File: src/rtl/debounce_sync.sv
// Two-flop synchronizer followed by a stability-qualified level filter.
// Produces a clean level, a qualification-busy flag and a saturating bounce count.
module debounce_sync #(
    parameter int STABLE_CYCLES = 16,
    parameter int BOUNCE_W      = 8
) (
    input  logic                clk,
    input  logic                reset,
    input  logic                raw_i,
    output logic                level_o,
    output logic                busy_o,
    output logic [BOUNCE_W-1:0] bounce_cnt_o
);

    localparam int CNT_W = $clog2(STABLE_CYCLES);
    localparam logic [CNT_W-1:0] CNT_LAST = CNT_W'(STABLE_CYCLES - 1);

    // Bit 0 set only in the two qualifying states, so busy is a single flop bit.
    typedef enum logic [1:0] {
        LOW     = 2'b00,
        TO_HIGH = 2'b01,
        HIGH    = 2'b10,
        TO_LOW  = 2'b11
    } state_t;

    state_t             state_q, state_nxt;
    logic [CNT_W-1:0]   cnt_q, cnt_nxt;
    logic               level_nxt;
    logic               bounce_inc;
    logic               sync_q1, sync_q2;

    function automatic logic [BOUNCE_W-1:0] sat_inc(input logic [BOUNCE_W-1:0] v);
        return (&v) ? v : v + BOUNCE_W'(1);
    endfunction

    // Synchronizer stage
    always_ff @(posedge clk) begin
        if (reset) begin
            sync_q1 <= 1'b0;
            sync_q2 <= 1'b0;
        end else begin
            sync_q1 <= raw_i;
            sync_q2 <= sync_q1;
        end
    end

    // State register stage
    always_ff @(posedge clk) begin
        if (reset) begin
            state_q      <= LOW;
            cnt_q        <= '0;
            level_o      <= 1'b0;
            bounce_cnt_o <= '0;
        end else begin
            state_q <= state_nxt;
            cnt_q   <= cnt_nxt;
            level_o <= level_nxt;
            if (bounce_inc)
                bounce_cnt_o <= sat_inc(bounce_cnt_o);
        end
    end

    always_comb begin
        state_nxt  = state_q;
        cnt_nxt    = cnt_q;
        level_nxt  = level_o;
        bounce_inc = 1'b0;
        unique case (state_q)
            LOW: begin
                cnt_nxt = '0;
                if (sync_q2) begin
                    state_nxt = TO_HIGH;
                    cnt_nxt   = CNT_W'(1);
                end
            end
            TO_HIGH: begin
                if (!sync_q2) begin
                    state_nxt  = LOW;
                    cnt_nxt    = '0;
                    bounce_inc = 1'b1;
                end else if (cnt_q == CNT_LAST) begin
                    state_nxt = HIGH;
                    level_nxt = 1'b1;
                    cnt_nxt   = '0;
                end else begin
                    cnt_nxt = cnt_q + CNT_W'(1);
                end
            end
            HIGH: begin
                cnt_nxt = '0;
                if (!sync_q2) begin
                    state_nxt = TO_LOW;
                    cnt_nxt   = CNT_W'(1);
                end
            end
            TO_LOW: begin
                if (sync_q2) begin
                    state_nxt  = HIGH;
                    cnt_nxt    = '0;
                    bounce_inc = 1'b1;
                end else if (cnt_q == CNT_LAST) begin
                    state_nxt = LOW;
                    level_nxt = 1'b0;
                    cnt_nxt   = '0;
                end else begin
                    cnt_nxt = cnt_q + CNT_W'(1);
                end
            end
            default: begin
                state_nxt = LOW;
                cnt_nxt   = '0;
            end
        endcase
    end

    always_comb begin
        busy_o = state_q[0];
    end

endmodule

File: config.mk
export PLATFORM = sky130hd
export DESIGN_NAME = debounce_sync
export DESIGN_NICKNAME = d
export VERILOG_FILES = /design/src/rtl/debounce_sync.sv
export SDC_FILE = /design/constraint.sdc
export NUM_CORES = 1
export LEC_CHECK = 0
export ABC_AREA = 1
export BUFFER_PORTS_ARGS = -buffer_cell sky130_fd_sc_hd__buf_4
export CORE_MARGIN = 4
export CORE_UTILIZATION = 55
export CTS_CLUSTER_DIAMETER = 100
export CTS_CLUSTER_SIZE = 14
export DETAILED_ROUTE_END_ITERATION = 12
export PLACE_DENSITY = 0.77
export REMOVE_ABC_BUFFERS = 1
export SLEW_MARGIN = 10
export SYNTH_ARGS = -nofsm -noshare
export SYNTH_HDL_FRONTEND = slang
export SYNTH_SLANG_ARGS = --single-unit
File: constraint.sdc
create_clock -name clk -period 2 [get_ports clk]
set_input_delay 0.2 -clock clk [delete_from_list [all_inputs] [get_ports clk]]
set_output_delay 0.2 -clock clk [all_outputs]
set_load 0.02 [all_outputs]
# Word level (Yosys, flattened, before mapping)
# Cells that the tools add are included.
classes:
  add_sub_neg: 2
  eq_ne: 12
  muxes: 21
  bitwise_logic: 1
  reduce_logical: 6
op_table:
  columns: ["operator", "n"]
  rows:
  - ["$pmux W4 S4", 1]
  - ["$mux W2", 6]
  - ["$mux W4", 3]
  - ["$ne A2 B2 Y1 const B", 6]
  - ["$add A8 B1 Y8 const B", 1]
  - ["$mux W1", 8]
  - ["$pmux W2 S4", 1]
  - ["$reduce_and A8 Y1", 1]
  - ["$ne A3 B3 Y1 const B", 2]
  - ["$reduce_and A5 Y1", 1]
  - ["$add A4 B1 Y4 const B", 1]
  - ["$eq A2 B2 Y1 const B", 2]
  - ["$eq A4 B4 Y1 const B", 1]
  - ["$pmux W1 S2", 2]
  - ["$reduce_and A4 Y1", 1]
  - ["$eq A2 B1 Y1 const B", 1]
  - ["$logic_not A2 Y1", 1]
  - ["$reduce_and A2 Y1", 1]
  - ["$reduce_bool A2 Y1", 1]
  - ["$not A1 Y1", 1]
totals:
  regBits: 17
  input_bits: 3
  output_inout_bits: 10
  elab_cells: 48

# Longest topological paths before layout
depth:
  ltp_word: 4
  ltp_mapped: 8
  depth_no_buf: 8

# Worst setup path before layout
# No wires, ideal clock.
synth_path:
  path_type: "flip-flop to flip-flop"
  from: "register bounce_cnt_o[1]"
  to: "register bounce_cnt_o[4]"
  setup_time_ps: 68
  arrival_ps: 1263
  required_ps: 1932
  slack_ps: 670
  stages_incl_launch_ff: 8
  path_buffers: 0
  synth_period_minus_slack_ps: 1330
  path_cell_list: "dfxtp_1 > ha_1 > nand3_2 > clkinv_1 > nand2_4 > nand2_4 > nand2_1 > a21oi_2"
synth_between:
  elab_chain_cells: 3
  elab_cells_between_ends: 4
  cone_classes: "add/sub (1); bitwise (1); reduce/logical (2)"
synth_lines:
  columns: ["item", "line", "source"]
  rows:
  - ["start, declared", "12", "output logic [BOUNCE_W-1:0] bounce_cnt_o"]
  - ["start signal, assigned", "59", "bounce_cnt_o <= sat_inc(bounce_cnt_o);"]
  - ["parallel branches: the longest is 3 deep, another holds $add A8 B1 Y8", null, null]
# Several ways; the timed one is not identified.
# A chain may end at the register's enable or synchronous reset.

# Worst setup path in the final report
layout_path:
  from: "register bounce_cnt_o[0]"
  to: "register bounce_cnt_o[3]"
# The elaborated chain is that of the path after synthesis.

==> flow_summary.toml <==
[worst_setup_path]
worstSetupStartpointType = "flop"
crit_arrival_ns = 1.55
crit_buf_inv = 1
crit_type = "flop to flop"
crit_path_top_delay_cell = "dfxtp_1"
cp_max_fo = 6
r2r_slack_ns = 0.68
critical_path.max_stage_delay_ns = 0.42
r2r_cells = 7
crit_family = "flip-flops"
path_cells = "ha_1, nand3_2, clkinv_1, nand2_4, nand2_4, nand2_1, a21oi_2"
path_depth = 7
worst_ep_required_time_ns = 2.22
crit_top_cell = "nand2_4"
crit_path_end_kind = "flop"

[drt]
routed_wl_um = 1590
detail-route-antenna-nets = 0
detail_route.wl_per_cell_um = 10.4
avgViaCountPerCell = 4.83
drt_iter0_drc = 10
dr_total_vias = 739
route.detailed.drc = 0
firstDrtPassIters = 3

[global_routing]
grt_usage_pct = 15.7
grt_max_degree = 10
antenna_found_initial = 0
overflow = 0
grt_pass1_vias = 628
grt_pass1_wl_um = 2590

[timing]
timing.fmax_ghz = 0.757
finClkSkew_ns = 0.00842
rsz0062_at_grt = "no"
final.setup.worst_slack_ns = 0.680
slew_violations = 0
setup_violations = 0
min_period_ns = 1.32
tightestPinTransition_ns = 0.264
hold_viol_final = 0
fin_crit_sh_pct = 66.0
slew_headroom_pct = 82.3
timing.setup.tns_ns = 0

[floorplan]
fp-row-count = 14
start_util_pct = 58.6
die_h_um = 48.1
die_w_um = 48.1
dieArea_um2 = 2310
io-pin-count = 13
core_um2 = 1510

[synthesis]
ys_seq_area_share_pct = 38.5
ys_warn_count = 0
synth_area_leaders = "dfxtp_1 39%, nand2_1 11%, nor2_1 8.1%"
avgSynthCellArea_um2 = 7.24
synth_compound_area_share_pct = 7.79
ys_types = 25
synthSimpleGateAreaFrac_pct = 38.5
synth.area.mux_share_pct = 0
synth_top_family_by_area = "simple AND/OR/NAND/NOR gates"
yosysTopAreaCell = "dfxtp_1"
synthAdderAreaFrac_pct = 2.83
syn_inst = 122
synth-xor-area-share_pct = 2.97
ys_ff_latch = 17
synth_area_um2 = 883
synth_top_area_share_pct = 38.5

[clocking]
clk_latency_ns = 0.28
ctsHoldBuffers = 0
cts.sinks = 17
ctsRootBufferMaster = "clkbuf_4"
cts_buffers = 3
cts_setup_buffers = 0
cts_tree = "built"
cts_max_level = 1
cts_buffer_depth = 2
ctsResizeCount = 0
worst_setup_hold_path_clk_slew_ns = 0.10

[cells_and_area]
final_util_pct = 67.4
final_common_cell = "nand2_1"
antenna_cells = 0
synthToLayoutAreaGrowth_pct = 15.0
drive_gt1_share_pct = 22.6
nFillCells = 131
layout_common_cells = "26 x nand2_1, 19 x nor2_1, 18 x inv_1"
fin_nets = 143

[placement]
dp_slack_ns = 0.713
dp_hpwl_um = 1230
gp_congestion = 0.848
io_buffers = 12

[flow_run]
max-cap-violations = 0

[hold_path]
holdPathStages = 3
hold_class = "input pin to flop"

[power]
leakagePower_nw = 0.436
powerDensity_nw_per_um2 = 548
irDropWorstVdd_mv = 0.369

[outcome]
status = "finished clean"
## cell type report
class / count / area, um2 / area share [%]
clock buffers: 4 / 26.3 / 2.59
inverters: 21 / 78.8 / 7.76
multi-input cells: 83 / 460 / 45.3
flip-flops and latches: 17 / 340 / 33.5
well taps: 16 / 20.0 / 1.97
repair buffers: 12 / 90.1 / 8.87
## worst paths after layout
kind                    from         endpoint
max          bounce_cnt_o[0]  bounce_cnt_o[3]
min                    raw_i          sync_q1
max reg2reg  bounce_cnt_o[0]  bounce_cnt_o[3]
min reg2reg          sync_q1          sync_q2
## metrics by stage
stage	power, mW	cells	hold slack, ns	cell area, um2
global placement	0.385	149	0.407	990
CTS	0.560	153	0.114	1020
detailed placement	0.386	149	0.405	990
floorplan	0.373	121	0.262	880
finish	0.557	153	0.113	1020
global route	0.577	153	0.134	1020
## flip-flops by register name, summed over array words and instances, names as in the netlist, named ones only
signal        flops
sync_q1           1
level_o           1
bounce_cnt_o      8
cnt_q             4
state_q           1
sync_q2           1
## cell usage after synthesis
master,n
nand2_1,26
nor2_1,19
inv_1,18
dfxtp_1,17
nand3_1,8
a21oi_1,4
a21oi_2,3
nand2_4,3
nand3_2,3
ha_1,2
inv_2,2
nand2_2,2
o21ai_0,2
xor2_1,2
a211oi_1,1
clkbuf_1,1
clkinv_1,1
nand4_1,1
nor2_2,1
nor2_4,1
nor2_8,1
nor3_1,1
nor4_1,1
o21ai_1,1
xnor2_1,1
## tightest hold or removal path, cell delays in order
cell and delay (ns):
buf_4 0.08, inv_1 0.03, nor2_1 0.06
## power breakdown
group / internal [mW] / switching, mW / total, mW
clock: 0.0772 / 0.102 / 0.179
combinational: 0.0117 / 0.0193 / 0.0310
sequential: 0.343 / 0.00426 / 0.347
total: 0.432 / 0.125 / 0.557
## logic make-up after synthesis
kind of cell | Yosys count
and+or+nand+nor | 67
buffers and inverters | 22
DFF | 17
AOI/OAI and AO/OA | 11
xor gates and xnor gates | 3
adders and majority gates | 2
## layer usage
| layer | global-route usage (%) | wire length (um) | part of all wire [%] | up-vias |
|---|---|---|---|---|
| li1 | - | - | - | 408 |
| met1 | 22.3 | 847 | 53 | 322 |
| met2 | 24.3 | 685 | 43 | 7 |
| met3 | 4.51 | 52 | 3.3 | 2 |
| met4 | 1.61 | 8 | 0.50 | 0 |
| met5 | 0 | 0 | 0 | - |
(Power assumes the default switching activity.)
